### src/rtl/cpu_core_p.sv
// Multi-cycle load/store core: 16-bit instruction word, 8 x DW register file,
// single shared memory port with a req/ack handshake.
module cpu_core_p #(
    parameter int          DW       = 16,
    parameter int          AW       = 16,
    parameter int unsigned RESET_PC = 0
) (
    input  logic          CLK,
    input  logic          reset,
    output logic          mem_req,
    output logic          mem_we,
    output logic [AW-1:0] mem_addr,
    output logic [DW-1:0] mem_wdata,
    input  logic [DW-1:0] mem_rdata,
    input  logic          mem_ack,
    output logic          halted,
    output logic          illegal
);
    localparam int SHW = $clog2(DW);

    localparam logic [2:0] S_FETCH  = 3'd0;
    localparam logic [2:0] S_DECODE = 3'd1;
    localparam logic [2:0] S_EXEC   = 3'd2;
    localparam logic [2:0] S_MEM    = 3'd3;
    localparam logic [2:0] S_WB     = 3'd4;
    localparam logic [2:0] S_HALT   = 3'd5;

    localparam logic [4:0] OP_ADD  = 5'd0;
    localparam logic [4:0] OP_SUB  = 5'd1;
    localparam logic [4:0] OP_OR   = 5'd2;
    localparam logic [4:0] OP_AND  = 5'd3;
    localparam logic [4:0] OP_XOR  = 5'd4;
    localparam logic [4:0] OP_SL   = 5'd5;
    localparam logic [4:0] OP_SR   = 5'd6;
    localparam logic [4:0] OP_ADDI = 5'd7;
    localparam logic [4:0] OP_SUBI = 5'd8;
    localparam logic [4:0] OP_ORI  = 5'd9;
    localparam logic [4:0] OP_ANDI = 5'd10;
    localparam logic [4:0] OP_XORI = 5'd11;
    localparam logic [4:0] OP_SLI  = 5'd12;
    localparam logic [4:0] OP_SRI  = 5'd13;
    localparam logic [4:0] OP_GT   = 5'd14;
    localparam logic [4:0] OP_LT   = 5'd15;
    localparam logic [4:0] OP_EQ   = 5'd16;
    localparam logic [4:0] OP_BR   = 5'd17;
    localparam logic [4:0] OP_STW  = 5'd18;
    localparam logic [4:0] OP_LDW  = 5'd19;
    localparam logic [4:0] OP_BZ   = 5'd20;
    localparam logic [4:0] OP_BN   = 5'd21;
    localparam logic [4:0] OP_HALT = 5'd22;

    logic [2:0]    state_q, state_d;
    logic [AW-1:0] pc_q, pc_d;
    logic [15:0]   ir_q, ir_d;
    logic [DW-1:0] mdr_q, mdr_d;
    logic [DW-1:0] a_q, a_d;
    logic [DW-1:0] b_q, b_d;
    logic [DW-1:0] res_q, res_d;
    logic          z_q, z_d;
    logic          n_q, n_d;
    logic          illegal_q, illegal_d;
    logic          run_q, run_d;

    logic [DW-1:0] rf_q [8];
    logic [DW-1:0] rf_d [8];
    logic          rf_we;
    logic [2:0]    rf_waddr;
    logic [DW-1:0] rf_wdata;

    logic [4:0]    op;
    logic [2:0]    rd, ra, rb;
    logic [4:0]    imm5;
    logic [DW-1:0] imm_ext;
    logic [AW-1:0] pc_off;
    logic [2:0]    rport_b;
    logic          is_imm;
    logic [SHW-1:0] shamt;
    logic [DW-1:0] alu_res;
    logic          cmp_bit;

    assign op      = ir_q[15:11];
    assign rd      = ir_q[10:8];
    assign ra      = ir_q[7:5];
    assign rb      = ir_q[4:2];
    assign imm5    = ir_q[4:0];
    assign imm_ext = {{(DW-5){imm5[4]}}, imm5};
    assign pc_off  = {{(AW-5){imm5[4]}}, imm5};
    assign is_imm  = (op >= OP_ADDI) && (op <= OP_SRI);
    assign shamt   = b_q[SHW-1:0];
    // The second read port serves the store data register for STW.
    assign rport_b = (op == OP_STW) ? rd : rb;

    genvar gi;
    generate
        for (gi = 0; gi < 8; gi++) begin : g_rf
            assign rf_d[gi] = (rf_we && (rf_waddr == 3'(gi))) ? rf_wdata : rf_q[gi];
        end
    endgenerate

    always_comb begin
        cmp_bit = 1'b0;
        alu_res = '0;
        case (op)
            OP_ADD, OP_ADDI: alu_res = a_q + b_q;
            OP_SUB, OP_SUBI: alu_res = a_q - b_q;
            OP_OR,  OP_ORI:  alu_res = a_q | b_q;
            OP_AND, OP_ANDI: alu_res = a_q & b_q;
            OP_XOR, OP_XORI: alu_res = a_q ^ b_q;
            OP_SL,  OP_SLI:  alu_res = a_q << shamt;
            OP_SR,  OP_SRI:  alu_res = a_q >> shamt;
            OP_GT: begin
                cmp_bit = $signed(a_q) > $signed(b_q);
                alu_res = {{(DW-1){1'b0}}, cmp_bit};
            end
            OP_LT: begin
                cmp_bit = $signed(a_q) < $signed(b_q);
                alu_res = {{(DW-1){1'b0}}, cmp_bit};
            end
            OP_EQ: begin
                cmp_bit = (a_q == b_q);
                alu_res = {{(DW-1){1'b0}}, cmp_bit};
            end
            default: alu_res = '0;
        endcase
    end

    always_comb begin
        state_d   = state_q;
        pc_d      = pc_q;
        ir_d      = ir_q;
        mdr_d     = mdr_q;
        a_d       = a_q;
        b_d       = b_q;
        res_d     = res_q;
        z_d       = z_q;
        n_d       = n_q;
        illegal_d = illegal_q;
        run_d     = 1'b1;
        rf_we     = 1'b0;
        rf_waddr  = rd;
        rf_wdata  = res_q;
        case (state_q)
            S_FETCH: begin
                if (mem_req && mem_ack) begin
                    ir_d    = mem_rdata[15:0];
                    pc_d    = pc_q + AW'(1);
                    state_d = S_DECODE;
                end
            end
            S_DECODE: begin
                a_d     = rf_q[ra];
                b_d     = is_imm ? imm_ext : rf_q[rport_b];
                state_d = S_EXEC;
            end
            S_EXEC: begin
                if (op <= OP_EQ) begin
                    res_d   = alu_res;
                    state_d = S_WB;
                end else begin
                    case (op)
                        OP_BR: begin
                            pc_d    = pc_q + pc_off;
                            state_d = S_FETCH;
                        end
                        OP_BZ: begin
                            if (z_q) pc_d = pc_q + pc_off;
                            state_d = S_FETCH;
                        end
                        OP_BN: begin
                            if (n_q) pc_d = pc_q + pc_off;
                            state_d = S_FETCH;
                        end
                        OP_STW, OP_LDW: state_d = S_MEM;
                        OP_HALT:        state_d = S_HALT;
                        default: begin
                            illegal_d = 1'b1;
                            state_d   = S_HALT;
                        end
                    endcase
                end
            end
            S_MEM: begin
                if (mem_ack) begin
                    if (op == OP_LDW) begin
                        mdr_d   = mem_rdata;
                        state_d = S_WB;
                    end else begin
                        state_d = S_FETCH;
                    end
                end
            end
            S_WB: begin
                rf_we = 1'b1;
                // Loads bypass the flags; only ALU/compare results update Z and N.
                if (op == OP_LDW) begin
                    rf_wdata = mdr_q;
                end else begin
                    z_d = (res_q == '0);
                    n_d = res_q[DW-1];
                end
                state_d = S_FETCH;
            end
            S_HALT:  state_d = S_HALT;
            default: state_d = S_FETCH;
        endcase
    end

    always_ff @(posedge CLK or negedge reset) begin
        if (!reset) begin
            state_q   <= S_FETCH;
            pc_q      <= AW'(RESET_PC);
            ir_q      <= '0;
            mdr_q     <= '0;
            a_q       <= '0;
            b_q       <= '0;
            res_q     <= '0;
            z_q       <= 1'b0;
            n_q       <= 1'b0;
            illegal_q <= 1'b0;
            run_q     <= 1'b0;
            for (int i = 0; i < 8; i++) rf_q[i] <= '0;
        end else begin
            state_q   <= state_d;
            pc_q      <= pc_d;
            ir_q      <= ir_d;
            mdr_q     <= mdr_d;
            a_q       <= a_d;
            b_q       <= b_d;
            res_q     <= res_d;
            z_q       <= z_d;
            n_q       <= n_d;
            illegal_q <= illegal_d;
            run_q     <= run_d;
            for (int i = 0; i < 8; i++) rf_q[i] <= rf_d[i];
        end
    end

    // run_q keeps the first fetch off the bus until one clock edge after reset release.
    assign mem_req   = ((state_q == S_FETCH) && run_q) || (state_q == S_MEM);
    assign mem_we    = (state_q == S_MEM) && (op == OP_STW);
    assign mem_addr  = (state_q == S_MEM) ? a_q[AW-1:0] : pc_q;
    assign mem_wdata = b_q;
    assign halted    = (state_q == S_HALT);
    assign illegal   = illegal_q;

endmodule

### config.mk
export PLATFORM = sky130hd
export DESIGN_NAME = cpu_core_p
export DESIGN_NICKNAME = d
export VERILOG_FILES = /design/src/rtl/cpu_core_p.sv
export SDC_FILE = /design/constraint.sdc
export NUM_CORES = 1
export LEC_CHECK = 0
export ABC_AREA = 1
export ABC_CLOCK_PERIOD_IN_PS = 3590
export CAP_MARGIN = 30
export CORE_MARGIN = 3
export CORE_UTILIZATION = 37
export CTS_CLUSTER_DIAMETER = 60
export DETAILED_ROUTE_END_ITERATION = 8
export SLEW_MARGIN = 0
export SYNTH_ARGS = -nofsm -noshare
export SYNTH_HDL_FRONTEND = slang
export SYNTH_SLANG_ARGS = --single-unit
export TNS_END_PERCENT = 5
### constraint.sdc
create_clock -name CLK -period 3.59 [get_ports CLK]
set_input_delay 0.718 -clock CLK [delete_from_list [all_inputs] [get_ports CLK]]
set_output_delay 0.718 -clock CLK [all_outputs]
set_load 0.05 [all_outputs]
==> summary.md, run 1 <==
| Metric | Value |
|---|---|
| Yosys top cell by area | `dfrtp_1` |
| CP bufs+invs | `2` |
| Yosys top cell area share | `34.8%` |
| Final HPWL DP | `47.2 mm` |
| # port buffers | `54` |
| WP depth | `5` |
| WP data required | `2.87 ns` |
| Synth Register Bits | `231` |
| Fraction of layout cells with a size suffix above 1 | `6.10%` |
| H-tree depth | `1` |
| Top cell by count, worst path | `buf_4` |
| Leak Pwr | `0.00920 uW` |
| Root Buffer | `clkbuf_16` |
| FILL cells | `4641` |
| Total GRT Usage | `27.0%` |
| Hold_buf cts | `0` |
| Largest net degree at the start of global routing | `96` |
| Layout Nets | `2573` |
| Critical Path AT | `2.56 ns` |
| Slowest cell delay on critical path | `0.44 ns` |
| Initial Utilization | `38.0%` |
| Clock buffer depth | `3` |
| Syn nets | `2573` |
| Delay-heaviest family, CP | `buffers and inverters` |
| Full die area | `47400 sq um` |
| Netlist cell types | `52` |
| Fin Clk Skew | `0.0278 ns` |
| Main flop type after synthesis | `dfrtp_1` |
| RSZ-0062 raised after global routing | `no` |
| Max cap viols | `0` |
| # diodes | `0` |
| DR iter-0 viols | `1954` |
| Die width | `218 um` |
| GP Congestion | `0.999` |
| Skew-Pair Late Insertion Delay | `0.57 ns` |
| Initial antenna violation count | `2` |
| Post-synthesis sequential area ratio | `34.8%` |
| TNS Setup | `0 ns` |
| Synth async-reset ratio | `100%` |
| # clock sinks | `231` |
| Netlist Area Pre-Place | `16600 sq um` |
| Post_cts resized | `0` |
| Wire length per cell | `20.9 um` |
| Worst Reg-to-Reg Cells | `13` |
| Core area | `43600 sq um` |
| CP Launch Type | `register` |
| Die Height | `218 um` |
| Fmax | `305 MHz` |
| Tightest Hold Check Type | `input port to async pin` |
| Setup Viol. Count Final | `0` |
| Cells after Synth | `2487` |
| Area added between synthesis and finish | `12.3%` |
| Max FO, Critical Path | `37` |
| Power Density | `1010 nW/um^2` |
| CP cell instances | `nand3_1 > buf_4 > nand2_1 > o21ai_0 > buf_4` |
| Final slew viol count | `0` |
| # rows | `76` |
| Largest cells by area after synthesis | `dfrtp_1 (35%), nand2_1 (18%), nand3_1 (9.0%)` |
| Post-synth EDFFs | `0` |
| Period minus WS final | `3.28 ns` |
| Number of buffers created by CTS | `29` |
| CP max-delay cell | `dfrtp_1` |
| Status | `finished clean` |
| Least-Margin Pin Slew | `0.985 ns` |
| Vias in the first global route | `15884` |
| Clock slew at reported path FFs | `0.06 ns` |
| Syn avg cell area | `6.67 sq um` |
| First-pass GRT wire length | `98.3 mm` |
| Ports | `55` |
| VDD IR max | `728 uV` |
| CP Class | `register to primary output` |
| Routed vias/inst | `5.48` |
| Crit share post-route | `91.3%` |
| Remaining antenna violation count | `0` |
| Worst Setup End Kind | `primary output` |
| Final hold vios | `0` |
| Relative slew slack | `34.3%` |
| Via count | `16947` |
| CTS tree | `built` |
| Final WL | `64.6 mm` |
| First drt pass iteration count | `6` |
| DRC errors left | `0` |
| Total grt overflow | `0` |
| Postcts setup bufs | `0` |
| Yosys warning count | `0` |
| Core Util, Final | `42.7%` |
==> through the flow <==
step	setup WS, ns	cells	cell area, sq um	total power (uW)	hold slack (ns)
floorplan	0.842	2487	16600	11600	0.422
global placement	0.631	3039	17600	15500	0.459
detailed placement	0.644	3040	17600	15500	0.472
CTS	0.303	3092	18600	18600	0.196
global route	0.216	3093	18600	20100	0.224
finish	0.312	3093	18600	18800	0.175
==> power by group <==
part / leakage [uW] / internal (uW) / switching, uW
clock: 0.000477 / 1800 / 1170
sequential: 0.00309 / 3380 / 1100
combinational: 0.00564 / 3330 / 7970
==> worst reg2reg max path, stage by stage, from the launching register on <==
cell	delay, ns
dfrtp_1	0.67
inv_1	0.40
ha_1	0.62
inv_1	0.17
a21oi_1	0.23
nand2_1	0.12
nand2_1	0.08
nand2_1	0.11
nand2_1	0.12
nand3_1	0.07
nand3_1	0.10
nand3_1	0.12
nand2_1	0.09
nand2_1	0.05
==> metal layers <==
metal / vias up / GRT usage, % / part of all wire (%)
li1: 8050 / - / -
met1: 8006 / 39.0 / 45
met2: 746 / 41.3 / 43
met3: 141 / 2.74 / 7.5
met4: 4 / 11.2 / 4.5
met5: - / 0 / 0.040
==> final timing paths <==
kind	start	to	slack [ns]
worst max-delay path	state_q[1]	mem_addr[10]	0.31
worst min-delay path	reset	rf_q[102]	0.18
worst max register to register	mem_wdata[3]	res_q[12]	0.52
worst min register to register	illegal	illegal	0.48
max in group asynchronous	reset	pc_q[13]	2.61
min in group CLK	illegal	illegal	0.48
==> area by class of cell <==
| type | instances | area [sq um] | area share (%) |
|---|---|---|---|
| tap | 585 | 732 | 3.93 |
| clock buffer | 39 | 813 | 4.36 |
| sequential | 231 | 5780 | 31.0 |
| multi-input combinational | 1824 | 9090 | 48.8 |
| timing repair buffer | 100 | 926 | 4.97 |
| clock inverter | 13 | 159 | 0.853 |
| inverter | 301 | 1130 | 6.06 |
==> cell usage in the layout, fill, tap and decap left out, types with 6 or more instances in the layout <==
cell type	synthesis	routed
a21boi_1	15	15
a21oi_1	101	101
and2_1	6	6
buf_4	3	58
clkbuf_16	0	29
clkdlybuf4s50_1	0	36
dfrtp_1	231	230
ha_1	64	64
inv_1	293	293
mux2i_1	8	8
mux2i_4	9	9
nand2_1	806	805
nand3_1	298	298
nand4_1	18	18
nor2_1	93	92
nor2_2	5	6
nor3_1	11	11
o211ai_1	6	6
o21ai_0	296	296
o221ai_1	16	16
xnor2_1	6	6
xor2_1	9	9
==> kinds of logic (layout without fill, tap and decap cells) <==
kind of cell | after synthesis | after routing | share of synthesized area (%)
fa+ha+maj | 67 | 67 | 5.19
compound gates | 461 | 461 | 15.0
buf+inv | 432 | 453 | 10.4
simple gates | 1263 | 1263 | 32.0
flops | 231 | 231 | 34.8
mux | 17 | 17 | 1.70
xor+xnor | 15 | 15 | 0.792
other cells | 1 | 1 | 0.0226
==> state kept, by name, indices dropped and copies added, names as in the netlist, 3 cells and up <==
signal     cells
rf_q         128
a_q           16
ir_q          16
mdr_q         16
mem_wdata     16
pc_q          16
res_q         16
state_q        3
==> cells in the mapped netlist, types with 4 or more instances <==
cell / count
xnor2_1: 6
nor3_1: 11
o21ai_0: 296
o21bai_1: 5
clkbuf_1: 87
nor2_4: 5
nand2_1: 806
ha_1: 64
inv_2: 5
nor2_1: 93
xor2_1: 9
buf_6: 8
a21oi_1: 101
mux2i_4: 9
o221ai_1: 16
nor4_1: 4
o211ai_1: 6
nor2_2: 5
mux2i_1: 8
nand4_1: 18
buf_1: 8
nand3_1: 298
a21boi_1: 15
buf_2: 25
o21ai_1: 5
and2_1: 6
inv_1: 293
nand3b_1: 5
dfrtp_1: 231
No activity file was read; power rests on OpenSTA's default activity.
==> run 2: changes to the inputs <==
Settings changed: CORE_UTILIZATION 37 to 60, PLACE_DENSITY set to 0.78.
==> run 2 against run 1 <==
Against the previous run:
- non-clock buffer count fell by 17
- routed wire length shrank 12%
- via count grew 0.70%
- design area shrank 2.6%
- sequential share of layout area grew 0.82 points
- critical path type unchanged
==> summary.md, run 2 (synthesized netlist as in run 1, its figures left out) <==
| Metric | Value |
|---|---|
| Psw | `9880 uW (-3.6%)` |
| WP data required | `2.87 ns (about the same)` |
| GRT busiest layer | `met2` |
| Total GRT Usage | `38.6% (+12 points)` |
| Max reg flops | `128 (unchanged)` |
| Max FO, Critical Path | `10 (-73%)` |
| Commonest non-fill, non-tap cell in the layout | `nand2_1` |
| Dpl cell area | `17200 sq um (-2.3%)` |
| Postcts setup bufs | `0 (unchanged)` |
| Largest net degree at the start of global routing | `102 (+6.3%)` |
| Sequential share of power | `24.2% (+0.3 points)` |
| # port buffers | `54 (unchanged)` |
| CP cell instances | `inv_2 > nor2_4 > nand3_4 > nor2_1 > clkdlybuf4s50_1` |
| Fin Clk Skew | `0.0412 ns (+0.0134 ns)` |
| Relative slew slack | `31.3% (-3.0 points)` |
| # rows | `60 (-21%)` |
| Cell area after layout | `18200 sq um (-2.6%)` |
| Core area | `27100 sq um (-38%)` |
| DRC errors left | `0 (unchanged)` |
| Tightest Hold Check Type | `input port to async pin` |
| Clock slew at reported path FFs | `0.06 ns (about the same)` |
| Delay-heaviest family, CP | `buffers and inverters` |
| Least-Margin Pin Slew | `1.03 ns (+0.0443 ns)` |
| Fmax | `312 MHz (+2.2%)` |
| Wire length per cell | `19.8 um (-5.0%)` |
| Crit share post-route | `89.4% (-1.9 points)` |
| Final HPWL DP | `40.8 mm (-14%)` |
| Leak Pwr | `0.00908 uW (-1.3%)` |
| Final hold vios | `0 (unchanged)` |
| CP Class | `register to primary output` |
| DR iter-0 viols | `2258 (+16%)` |
| Die width | `172 um (-21%)` |
| CP bufs+invs | `2 (unchanged)` |
| Full die area | `29700 sq um (-37%)` |
| Layout Nets | `2556 (-0.66%)` |
| CP Launch Type | `register` |
| Critical Path AT | `2.49 ns (-0.07 ns)` |
| Clock Power Share | `15.3% (-0.5 points)` |
| First drt pass iteration count | `6 (unchanged)` |
| CP max-delay cell | `clkdlybuf4s50_1` |
| Hold_buf cts | `0 (unchanged)` |
| Die Height | `172 um (-21%)` |
| VDD IR max | `691 uV (-5.1%)` |
| Final slew viol count | `0 (unchanged)` |
| Initial antenna violation count | `0 (-2)` |
| Status | `finished clean` |
| Clock buffer depth | `3 (unchanged)` |
| Combinational power share | `60.5% (+0.2 points)` |
| Sw frac | `54.7% (about the same)` |
| Slowest cell delay on critical path | `0.81 ns (+0.37 ns)` |
| Vias in the first global route | `15772 (-0.71%)` |
| RSZ-0062 raised after global routing | `no` |
| Fraction of layout cells with a size suffix above 1 | `5.34% (-0.76 points)` |
| Ports | `55 (unchanged)` |
| Root Buffer | `clkbuf_16` |
| Worst Setup End Kind | `primary output` |
| Number of buffers created by CTS | `29 (unchanged)` |
| Max cap viols | `0 (unchanged)` |
| Skew-Pair Late Insertion Delay | `0.57 ns (about the same)` |
| Initial Utilization | `61.2% (+23 points)` |
| Post_cts resized | `0 (unchanged)` |
| Met1 usage | `54.3% (+15 points)` |
| Power Density | `995 nW/um^2 (-1.1%)` |
| Biggest register | `rf_q` |
| Setup Viol. Count Final | `0 (unchanged)` |
| TNS Setup | `0 ns (unchanged)` |
| Period minus WS final | `3.21 ns (-0.0697 ns)` |
| Routed vias/inst | `5.96 (+8.8%)` |
| Remaining antenna violation count | `0 (unchanged)` |
| First-pass GRT wire length | `89.3 mm (-9.2%)` |
| Global-route track usage on met2 | `58.3% (+17 points)` |
| # clock sinks | `231 (unchanged)` |
| Global-route met3 utilization | `8.30% (+5.6 points)` |
| Total grt overflow | `0 (unchanged)` |
| Commonest non-fill, non-tap cells in the layout | `nand2_1 (805), nand3_1 (298), o21ai_0 (296)` |
| Via count | `17065 (+0.70%)` |
| Final WL | `56.8 mm (-12%)` |
| CTS tree | `built` |
| # diodes | `0 (unchanged)` |
| FILL cells | `2403 (-48%)` |
| Int Power | `8190 uW (-3.7%)` |
| H-tree depth | `1 (unchanged)` |
| GP Congestion | `1.05 (+4.7%)` |
| Area added between synthesis and finish | `9.47%` |
run 2: layout make-up:
type | count | area (sq um) | share of cell area [%]
Clock inverter | 11 | 81.3 | 0.448
Inverter | 301 | 1130 | 6.22
Sequential cell | 231 | 5780 | 31.9
Clock buffer | 40 | 817 | 4.50
Timing Repair Buffer | 83 | 788 | 4.34
Tap cell | 372 | 465 | 2.56
Multi-Input combinational cell | 1824 | 9090 | 50.1
run 2: metal layers:
metal,vias up,share of wire (%)
met5,-,0
met4,0,4.5
met3,170,11
met2,1018,43
met1,7874,41
li1,8003,-
run 2: path summary, 6_finish.rpt:
kind	from	to	slack, ns	depth (start not counted)
worst max-delay path	ir_q[12]	mem_we	0.38	5
worst min-delay path	reset	rf_q[10]	0.16	1
worst max register to register	mem_wdata[3]	res_q[10]	0.67	13
worst min register to register	rf_q[47]	rf_q[47]	0.48	2
max in group asynchronous	reset	rf_q[94]	2.50	2
min in group CLK	rf_q[47]	rf_q[47]	0.48	2
run 2: power by group through the flow:
stage	logic [uW]	registers (uW)	clock network, uW
after global placement	10500	4350	0
after global routing	12000	4460	2900
after floorplan	7370	4270	0
after CTS	10600	4340	2770
final	10900	4380	2760
after detailed placement	10600	4370	0
run 2: metrics by stage:
stage	cells	worst slack (ns)	total power, uW	hold WS (ns)	utilization, %
2_1_floorplan	2487	0.842	11600	0.422	-
3_3_place_gp	2809	0.872	14800	0.462	63.5
3_5_place_dp	2810	0.761	14900	0.473	63.6
4_1_cts	2861	0.380	17700	0.238	66.9
5_1_grt	2862	0.269	19400	0.259	67.0
6_report	2862	0.382	18100	0.164	67.0
==> run 3: changes to the inputs <==
Settings changed: ABC_AREA 1 to 0, CELL_PAD_IN_SITES_DETAIL_PLACEMENT set to 1, CELL_PAD_IN_SITES_GLOBAL_PLACEMENT set to 1, CORE_UTILIZATION 60 to 49, PLACE_DENSITY 0.78 to not set, PLACE_DENSITY_LB_ADDON set to 0.1.
==> run 3 against run 2 <==
Against the previous run:
- highest routed layer is now met5
- first-iteration DRC count fell by 48%
- sequential power rose by 9.6%
- synthesized area fell by 9.0%
- via count fell by 18%
- synthesized cell count fell by 35%
- clock skew fell by 0.028 ns
- global-route usage fell by 3.4 points
==> summary.md, run 3 <==
| Metric | Value |
|---|---|
| R2R setup slack | `0.19 ns (-0.48 ns)` |
| Critical Path AT | `2.71 ns (+0.22 ns)` |
| Fmax | `292 MHz (-6.4%)` |
| Main flop type after synthesis | `dfrtp_1` |
| Wire length per cell | `27.9 um (+41%)` |
| Syn avg cell area | `9.33 sq um (+40%)` |
| Commonest non-fill, non-tap cell in the layout | `nand2_1` |
| Skew-Pair Late Insertion Delay | `0.56 ns (about the same)` |
| DRC errors left | `0 (unchanged)` |
| Final Total Pwr | `18100 uW (+0.29%)` |
| Worst Setup End Kind | `primary output` |
| Core area | `30000 sq um (+11%)` |
| # clock sinks | `231 (unchanged)` |
| Power Density | `1040 nW/um^2 (+4.7%)` |
| CP max-delay cell | `clkdlybuf4s50_1` |
| Max FO, Critical Path | `5 (-5)` |
| Dpl cell area | `16300 sq um (-5.2%)` |
| Cell area after layout | `17400 sq um (-4.2%)` |
| DR iter-0 viols | `1163 (-48%)` |
| Synth async-reset ratio | `100% (unchanged)` |
| Yosys top cell by area | `dfrtp_1` |
| Most common cell in the netlist | `nand2_1` |
| Number of buffers created by CTS | `30 (+3.4%)` |
| Total GRT Usage | `35.1% (-3.4 points)` |
| Clock slew at reported path FFs | `0.06 ns (about the same)` |
| Initial antenna violation count | `2 (+2)` |
| CTS tree | `built` |
| Initial Utilization | `50.3% (-11 points)` |
| Least-Margin Pin Slew | `1.01 ns (-0.0184 ns)` |
| Post-synth EDFFs | `0 (unchanged)` |
| Relative slew slack | `30.8% (-0.44 points)` |
| Syn nets | `1704 (-34%)` |
| Yosys top cell area share | `38.3% (+3.4 points)` |
| First drt pass iteration count | `5 (-1)` |
| Final WL | `58.4 mm (+2.8%)` |
| Max cap viols | `0 (unchanged)` |
| GP Congestion | `1.07 (+1.8%)` |
| Crit share post-route | `95.5% (+6.2 points)` |
| Top post-synthesis cells by count | `nand2_1 (246), dfrtp_1 (231), o21ai_0 (206), nor2_1 (131), a21oi_1 (95)` |
| Full die area | `32900 sq um (+11%)` |
| First-pass GRT wire length | `90.1 mm (+0.84%)` |
| H-tree depth | `1 (unchanged)` |
| Placed insts | `2036 (-28%)` |
| Slowest cell delay on critical path | `0.84 ns (+0.03 ns)` |
| CP Launch Type | `register` |
| Fraction of layout cells with a size suffix above 1 | `15.9% (+11 points)` |
| Netlist cell types | `81 (+56%)` |
| Leak Pwr | `0.00773 uW (-15%)` |
| RSZ-0062 raised after global routing | `no` |
| Status | `finished clean` |
| # rows | `63 (+5.0%)` |
| Clock buffer depth | `3 (unchanged)` |
| # port buffers | `54 (unchanged)` |
| Reg2reg start | `mem_wdata[0]` |
| CP Class | `register to primary output` |
| Remaining antenna violation count | `0 (unchanged)` |
| Worst Reg-to-Reg Cells | `8 (-5)` |
| Tightest Hold Check Type | `input port to async pin` |
| Largest net degree at the start of global routing | `93 (-8.8%)` |
| Die Height | `182 um (+5.4%)` |
| Cells after Synth | `1618 (-35%)` |
| Post-synthesis sequential area ratio | `38.3% (+3.4 points)` |
| Commonest non-fill, non-tap cells in the layout | `nand2_1 (246), dfrtp_1 (230), o21ai_0 (206)` |
| VDD IR max | `512 uV (-26%)` |
| Final slew viol count | `0 (unchanged)` |
| Final HPWL DP | `42.1 mm (+3.3%)` |
| CP bufs+invs | `2 (unchanged)` |
| Max reg flops | `128 (unchanged)` |
| Vias in the first global route | `14554 (-7.7%)` |
| Area added between synthesis and finish | `15.3%` |
| Reg-to-reg endpoint | `res_q[2]` |
| Final hold vios | `0 (unchanged)` |
| Netlist Area Pre-Place | `15100 sq um (-9.0%)` |
| Largest cells by area after synthesis | `dfrtp_1 (38%), mux4_2 (10%), o21ai_0 (6.8%)` |
| Layout Nets | `1764 (-31%)` |
| TNS Setup | `0 ns (unchanged)` |
| Setup Viol. Count Final | `0 (unchanged)` |
| Die width | `182 um (+5.4%)` |
| Delay-heaviest family, CP | `buffers and inverters` |
| Synth Register Bits | `231 (unchanged)` |
| Yosys warning count | `0 (unchanged)` |
| Total grt overflow | `0 (unchanged)` |
| WP data required | `2.87 ns (about the same)` |
| WP depth | `5 (unchanged)` |
| Period minus WS final | `3.43 ns (+0.221 ns)` |
| Non-Filler Instances | `2093 (-27%)` |
| Via count | `13985 (-18%)` |
| CP cell instances | `inv_1 > nor3_2 > nand2_2 > nor2_1 > clkdlybuf4s50_1` |
| Fin Clk Skew | `0.0129 ns (-0.0283 ns)` |
| Root Buffer | `clkbuf_16` |
| Biggest register | `rf_q` |
| Routed vias/inst | `6.68 (+12%)` |
| Ports | `55 (unchanged)` |
[run 3: changes by cell type after synthesis, sizes merged, moves of 28 or more]
cell | previous run | this run
nand2 | 809 | 248
nand3 | 299 | 17
inv | 298 | 55
o21ai | 304 | 206
mux4 | 0 | 67
mux2 | 0 | 41
mux2i | 17 | 48
nor2 | 103 | 131
[run 3: routing by layer]
layer	part of all wire (%)	vias to the layer above	track usage, %
met3	7.2	184	5.51
met4	4.4	4	13.3
met2	48	640	58.2
met1	40	7152	46.8
li1	-	6005	-
met5	0.053	-	0
[run 3: what timing repair did]
action | CTS | global route
setup endpoints to repair | 17 | 8
hold buffers | 0 | 0
setup buffers | 0 | 0
resized for setup | 9 | 8
[run 3: how the worst max path moves through the flow]
stage            startpoint      endpoint  slack [ns]
6_report           ir_q[15]        mem_we        0.16
3_5_place_dp     state_q[2]      pc_q[15]        0.28
2_1_floorplan  mem_wdata[2]     res_q[15]        0.15
3_3_place_gp     state_q[2]   mem_addr[3]        0.41
5_1_grt          state_q[2]      pc_q[14]       0.009
4_1_cts          state_q[2]  mem_addr[15]        0.07
[run 3: worst reg2reg max path: stages (launching register included)]
cell	delay (ns)
dfrtp_1	0.45
buf_4	0.36
inv_1	0.19
ha_1	0.33
mux2i_1	0.48
o311ai_0	0.26
a2111oi_0	0.90
buf_4	0.24
o21ai_0	0.07
[run 3: metrics by stage]
stage,hold slack [ns],worst slack [ns],utilization [%]
6_report,0.171,0.161,57.9
3_5_place_dp,0.470,0.283,54.4
4_1_cts,0.204,0.0651,57.9
2_1_floorplan,0.422,0.152,-
3_3_place_gp,0.464,0.412,54.4
5_1_grt,0.213,0.00890,57.9
[run 3: cell type report]
cell class | count | area, sq um
antenna | 1 | 2.50
clock buffer | 46 | 942
clock inverter | 10 | 109
fill | 3366 | 12600
inverter | 55 | 206
multi-input combinational | 1221 | 8650
sequential | 231 | 5780
tap | 390 | 488
timing repair buffer | 139 | 1220
[run 3: cells by family after synthesis]
family	synth area share, %
buf+inv	4.57
xor+xnor	0.812
compound gates	19.5
mux	16.3
flops	38.3
other cells	0.0248
simple gates	14.8
fa+ha+maj	5.70
[run 3: power by group]
part           total (uW)  leakage [uW]  switching [uW]  internal (uW)
Clock                3140      0.000524            1240           1890
Sequential           4800       0.00302            1200           3610
Combinational       10200       0.00419            6370           3810
Total               18100       0.00773            8810           9310
